===== src/rtl/gravador_sequencia.sv =====
// Records one-hot key presses into a 16x4 RAM, one entry per press/release; optional idle timeout under GRAVADOR_TIMEOUT_EN.
// Key reaches the RAM 2 cycles after leaving ESPERA_JOGADA; no backpressure, inputs are levels sampled every cycle.
module gravador_sequencia #(
  parameter int TIMEOUT = 5000
) (
  input  logic       clock,
  input  logic       reset,
  input  logic       iniciar,
  input  logic [3:0] chaves,
  input  logic       finalizar,
  input  logic [3:0] endereco_leitura,
  output logic [3:0] dado_leitura,
  output logic [4:0] tamanho,
  output logic       gravando,
  output logic       pronto,
  output logic       erro,
  output logic       timeout,
  output logic [3:0] db_estado
);

  typedef enum logic [3:0] {
    INICIAL       = 4'h0,
    PREPARACAO    = 4'h1,
    ESPERA_JOGADA = 4'h2,
    REGISTRA      = 4'h3,
    GRAVA         = 4'h4,
    ESPERA_SOLTA  = 4'h5,
    FIM           = 4'h6,
    ERRO          = 4'hE
  } estado_t;

  estado_t     estado, proximo;
  logic [3:0]  chave_reg;
  logic [4:0]  tam;
  logic [3:0]  mem [16];
  logic        expirou;
  logic        chave_valida;
  logic        cheio;

  assign chave_valida = (chave_reg != 4'd0) && ((chave_reg & (chave_reg - 4'd1)) == 4'd0);
  assign cheio        = (tam == 5'd16);

`ifdef GRAVADOR_TIMEOUT_EN
  localparam int CW = $clog2(TIMEOUT) + 1;
  logic [CW-1:0] ocioso;
  logic          timeout_reg;

  always_ff @(posedge clock or negedge reset) begin
    if (!reset) begin
      ocioso <= '0;
    end else if (estado == ESPERA_JOGADA) begin
      ocioso <= ocioso + 1'b1;
    end else begin
      ocioso <= '0;
    end
  end

  assign expirou = (estado == ESPERA_JOGADA) && (ocioso == CW'(TIMEOUT - 1));

  // Remembers the cause of the error for as long as ERRO is held.
  always_ff @(posedge clock or negedge reset) begin
    if (!reset) begin
      timeout_reg <= 1'b0;
    end else if (estado != ERRO && proximo == ERRO) begin
      timeout_reg <= (estado == ESPERA_JOGADA);
    end else if (estado == ERRO && proximo != ERRO) begin
      timeout_reg <= 1'b0;
    end
  end

  assign timeout = timeout_reg && (estado == ERRO);
`else
  logic unused_timeout_param;
  assign unused_timeout_param = |TIMEOUT;
  assign expirou = 1'b0;
  assign timeout = 1'b0;
`endif

  always_ff @(posedge clock or negedge reset) begin
    if (!reset) begin
      estado <= INICIAL;
    end else begin
      estado <= proximo;
    end
  end

  always_comb begin
    proximo = estado;
    case (estado)
      INICIAL:       if (iniciar) proximo = PREPARACAO;
      PREPARACAO:    proximo = ESPERA_JOGADA;
      ESPERA_JOGADA: begin
        if (chaves != 4'd0)                 proximo = REGISTRA;
        else if (finalizar && tam != 5'd0)  proximo = FIM;
        else if (expirou)                   proximo = ERRO;
      end
      REGISTRA:      proximo = chave_valida ? GRAVA : ERRO;
      GRAVA:         proximo = ESPERA_SOLTA;
      ESPERA_SOLTA:  if (chaves == 4'd0) proximo = cheio ? FIM : ESPERA_JOGADA;
      FIM, ERRO:     if (iniciar) proximo = PREPARACAO;
      default:       proximo = INICIAL;
    endcase
  end

  // Length is cleared on the way into PREPARACAO so the new session shows 0 at once.
  always_ff @(posedge clock or negedge reset) begin
    if (!reset) begin
      tam       <= 5'd0;
      chave_reg <= 4'd0;
    end else if (proximo == PREPARACAO || estado == PREPARACAO) begin
      tam       <= 5'd0;
      chave_reg <= 4'd0;
    end else if (estado == ESPERA_JOGADA && chaves != 4'd0) begin
      chave_reg <= chaves;
    end else if (estado == GRAVA && !cheio) begin
      tam <= tam + 5'd1;
    end
  end

  // RAM has no reset: contents survive reset and new sessions.
  always_ff @(posedge clock) begin
    if (estado == GRAVA && !cheio) begin
      mem[tam[3:0]] <= chave_reg;
    end
  end

  assign dado_leitura = mem[endereco_leitura];
  assign tamanho      = tam;
  assign gravando     = (estado == PREPARACAO) || (estado == ESPERA_JOGADA) ||
                        (estado == REGISTRA) || (estado == GRAVA) || (estado == ESPERA_SOLTA);
  assign pronto       = (estado == FIM);
  assign erro         = (estado == ERRO);
  assign db_estado    = estado;

endmodule


===== config.mk =====
export PLATFORM = sky130hd
export DESIGN_NAME = gravador_sequencia
export DESIGN_NICKNAME = d
export VERILOG_FILES = /design/src/rtl/gravador_sequencia.sv
export SDC_FILE = /design/constraint.sdc
export NUM_CORES = 1
export LEC_CHECK = 0
export ABC_CLOCK_PERIOD_IN_PS = 2150
export BUFFER_PORTS_ARGS = -buffer_cell sky130_fd_sc_hd__buf_4
export CORE_UTILIZATION = 61
export CTS_BUF_LIST = sky130_fd_sc_hd__clkbuf_4
export CTS_CLUSTER_SIZE = 28
export DETAILED_ROUTE_END_ITERATION = 16
export PLACE_DENSITY = 0.9
export SYNTH_ARGS = -nofsm -noshare
export SYNTH_HDL_FRONTEND = slang
export SYNTH_SLANG_ARGS = --single-unit

===== constraint.sdc =====
create_clock -name clock -period 2.15 [get_ports clock]
set_clock_uncertainty 0.05 [all_clocks]
set_input_delay 0 -clock clock [delete_from_list [all_inputs] [get_ports clock]]
set_output_delay 0 -clock clock [all_outputs]
set_load 0.005 [all_outputs]

# After elaboration in Yosys (flattened, before gate mapping)
# Memories as Yosys holds them, arrays and structs flattened.
# Index checks and enable logic that the tools add are counted.
# word_totals
register_bits,13
latchBits,0
ramBits,64
rom_bits,0
input_bits,12
out_inout_bits,17
wordCells,51
n_memories,1
# op_classes
addsub,2
mul,0
div_mod_pow,0
magnitude_cmp,0
n_eq_ne,10
shifts,0
mux,14
bitwise_logic,1
n_reduce_logical,20
# memory_table
name,words,word_bits,rd,rd_clocked_by_memory_dff,wr,line,rtl
mem,16,4,1,0,1,35,logic [3:0] mem [16];
# op_table
operator,n
2-to-1 mux 4 bit,7
one-hot mux 4 bit (6 select lines),1
2-to-1 mux 5 bit,3
"equality test 4 x 3 -> 1 bit, second input constant",3
logical NOT 4 bit,3
"equality test 4 x 1 -> 1 bit, second input constant",2
"equality test 4 x 2 -> 1 bit, second input constant",2
nonzero test 4 bit,2
"adder 5 x 1 -> 5 bit, second input constant",1
"equality test 5 bit, second input constant",1
logical OR 1 bit,5
nonzero test 5 bit,1
bitwise AND 4 bit,1
"equality test 4 bit, second input constant",1
logical AND 1 bit,4
nonzero test 2 bit,2
"subtractor 4 x 1 -> 4 bit, second input constant",1
2-to-1 mux 3 bit,1
OR reduction 3 bit,1
2-to-1 mux 1 bit,2
"inequality test 2 bit, second input constant",1
AND reduction 2 bit,1
logical NOT 1 bit,1

# Depth between registers and ports, before layout
# logic_depth
word_depth,10
ltp_mapped,5
mapped_depth_nobuf,5

# Worst setup path after synthesis
# No wires, ideal clock.
# synth_timing
kind,reg-to-reg
start,register estado[0] (netlist: db_estado[0])
end,"memory mem[5][0], enable pin"
setup_ps,367
arrival_ps,1605
required_time_ps,1733
slack_ps,128
stages_incl_launch_ff,5
n_path_buf,1
period_less_slack_ps,2022
path_cell_list,dfrtp_1 clkbuf_1 nor4b_1 nand2_1 nor3b_1
# synth_via
elab_chain_cells,4
# synth_lines
item,line,rtl
start: declaration,32,"estado_t estado, proximo;"
start signal: assignment,83,estado <= proximo;
equality test 4 x 3 -> 1 bit,122,if (estado == GRAVA && !cheio) begin
logical AND 1 bit,122,
2-to-1 mux 1 bit,122,
2-to-1 mux 1 bit (implied by the code),123,mem[tam[3:0]] <= chave_reg;
end: declaration,35,
# Every way passes these cells.

# Worst setup path in the final report
# layout_timing
start,register estado[3] (netlist: db_estado[3])
end,"memory mem[1][3], enable pin"
# Same word-level chain as after synthesis.

==> run_results.csv <==
group,metric,value,unit
clock_network,htree_levels,3,
power_and_ir_drop,finalPower,4.017,mW
timing,final.setup.tns,0,ns
timing,tightest_slew,0.5788,ns
hold_path,whs_path_depth,4,
setup_path,r2r-start,"db_estado[3]",
setup_path,cp-start-kind,"register",
clock_network,clock_latency,0.42,ns
hold_path,holdPathEnd,"db_estado[2]",
setup_path,endpoint_kind,"register",
setup_path,crit_path_max_fanout,5,
job,maxCapViolations,0,
setup_path,critPathKind,"reg -> reg",
clock_network,cts.sinks,77,
setup_path,r2r_end,"mem[1][3]",
finish,nets,281,
timing,post-route-period-util,91.58,%
timing,finalSetupViolCount,0,
place,hpwl,4655,um
clock_network,root_buffer,"clkbuf_4",
setup_path,cp.required,2.21,ns
synthesis,async_flop_share,16.88,%
place,io_buffers,27,
route,drc,0,
route,wire_per_inst,21.47,um
hold_path,hold_path_class,"in -> reg",
synthesis,synth-edff-count,64,
grt,antenna_found_initial,0,
status,outcome,"completed",
setup_path,r2r_slack,0.18,ns
grt,overflow,0,
setup_path,crit_arrival,2.03,ns
finish,regArea,2247,sq um
clock_network,cts_tree,"built",
timing,rsz0062_at_grt,"false",
clock_network,clk_pin_slew_worst_paths,0.10,ns
floorplan,die_area,5909,sq um
synthesis,yosysUniqueCellTypes,49,
hold_path,hold_start,"finalizar",
timing,slew_violations,0,
synthesis,synth_ff_type,"edfxtp_1",
grt,grtUsageTotal,26.87,%
finish,drive_gt1_share,29.63,%
finish,fillers,301,
power_and_ir_drop,powerDensity,1007,nW/um^2
grt,grt_pass1_vias,2116,
synthesis,synth-seq-cells,77,
grt,grt_start_max_net_pins,20,
route,drt-total-wl,7300,um
synthesis,yosysTopAreaCellShare,56.20,%
clock_network,numCtsBuffers,9,
synthesis,synthTopCellsByArea,"edfxtp_1, mux4_2, dfrtp_1",
route,ant_nets,0,
route,vias,2146,
floorplan,die_w,76.87,um
floorplan,chipHeight,76.87,um
finish,largest_reg_flops,64,
synthesis,synthesis.nets,232,
timing,slew_headroom,61.28,%
place,gp_congestion,0.8597,
finish,area_growth,16.61,%
timing,fmax,507.9,MHz
timing,finalHoldViolCount,0,
grt,grt_pass1_wl,11520,um
synthesis,synth.most_common_cell,"edfxtp_1",
synthesis,postSynthAreaPerCell,15.83,sq um
synthesis,synthCells,216,
clock_network,clock_path_buffers,2,
timing,layout_min_cycle_time,1.969,ns
finish,multi_input_area,1111,sq um
synthesis,netlist_area,3420,sq um
synthesis,ys_seq_area_share,65.72,%
synthesis,synth_top_area_cell,"edfxtp_1",
floorplan,io-pin-count,29,
power_and_ir_drop,p_leak,1.491,nW
route,drtIter0Drc,209,
route,dr.pass1.iters,5,
floorplan,rows,26,
floorplan,fp.coreArea,5238,sq um
route,viasPerCell,6.312,
finish,n_antenna_cell,0,
synthesis,synth_common_cells,"edfxtp_1, mux4_2, dfrtp_1",
floorplan,initial_core_util,65.29,%
setup_path,reg2regPathDepth,3,
power_and_ir_drop,vdd_ir_drop_max,0.0007037,V
synthesis,yosys_warnings,0,
==> power by group <==
group	total [mW]	internal (mW)	switching [mW]
Sequential	1.95	1.89	0.0661
Combinational	1.24	0.510	0.729
Clock	0.825	0.346	0.479
==> repair_timing <==
action,4_1_cts,5_1_grt
setup endpoints to repair,0,19
hold buffers,7,0
buffers inserted,0,0
gates resized for setup,0,2
hold endpoints to repair,20,0
==> worst max-delay path by stage <==
stage                      start          to  cells after the start
floorplan           db_estado[0]   mem[5][0]                      4
global placement    db_estado[3]  mem[11][3]                      3
detailed placement  db_estado[3]   mem[8][1]                      3
CTS                 db_estado[3]   mem[9][0]                      3
global route        db_estado[1]   mem[5][0]                      6
finish              db_estado[3]   mem[1][3]                      3
==> worst max-delay path: stages, from the launching register on <==
cell and delay, ns:
dfrtp_1 0.41, or4b_4 0.60, a31oi_4 0.26, and3_1 0.34
==> cells in the final DEF, fill, tap and decap left out, drive strengths merged, types with 2 or more instances in the layout <==
cell type    count
a2bb2oi          2
nor3b            4
clkbuf           9
o41ai            2
ha               4
o2bb2ai          4
nand2b           2
nor3             2
nand3            3
clkinv           4
inv              6
nand4            3
or4b             2
clkinvlp         2
mux4            16
nor2            12
xor2             3
a22oi            8
dfrtp           13
nor2b            5
and2             6
dlygate4sd3      7
nand2           10
xnor2            2
o21ai            5
buf             42
edfxtp          64
o211ai           2
and3             8
==> metal layers <==
layer  track usage (%)  wire length, um
met1             36.10             2816
met2             45.09             3881
met3             5.476              498
met4             6.923              103
met5                 0                0
==> cell families after synthesis <==
logic type,Yosys count,share of synthesized area [%]
DFF,77,65.72
muxes,17,10.83
and+or+nand+nor,62,10.32
AOI/OAI and AO/OA,33,8.160
adders and majority gates,4,1.464
other,1,0.1097
buffers and inverters,17,2.122
xor gates and xnor gates,5,1.281
==> through the flow <==
| step | cells | cell area [sq um] | hold slack, ns | util (%) | worst slack (ns) |
|---|---|---|---|---|---|
| after floorplan | 216 | 3420 | -0.3456 | - | 0.1278 |
| after global placement | 317 | 3772 | -0.1984 | 72.03 | 0.1593 |
| after detailed placement | 317 | 3772 | -0.1974 | 72.03 | 0.07315 |
| after CTS | 340 | 3976 | 0.03385 | 75.92 | 0.06742 |
| after global routing | 340 | 3988 | 0.09645 | 76.13 | 0.04794 |
| final | 340 | 3988 | 0.05677 | 76.13 | 0.1811 |
==> cell type report <==
cell class / instances / area share, %
inverter: 6 / 0.5648
clock buffer: 9 / 1.694
sequential: 77 / 56.35
timing repair buffer: 49 / 9.664
multi-input combinational: 122 / 27.86
clock inverter: 7 / 1.663
tap: 70 / 2.196
Power figures use the tool's default switching activity.
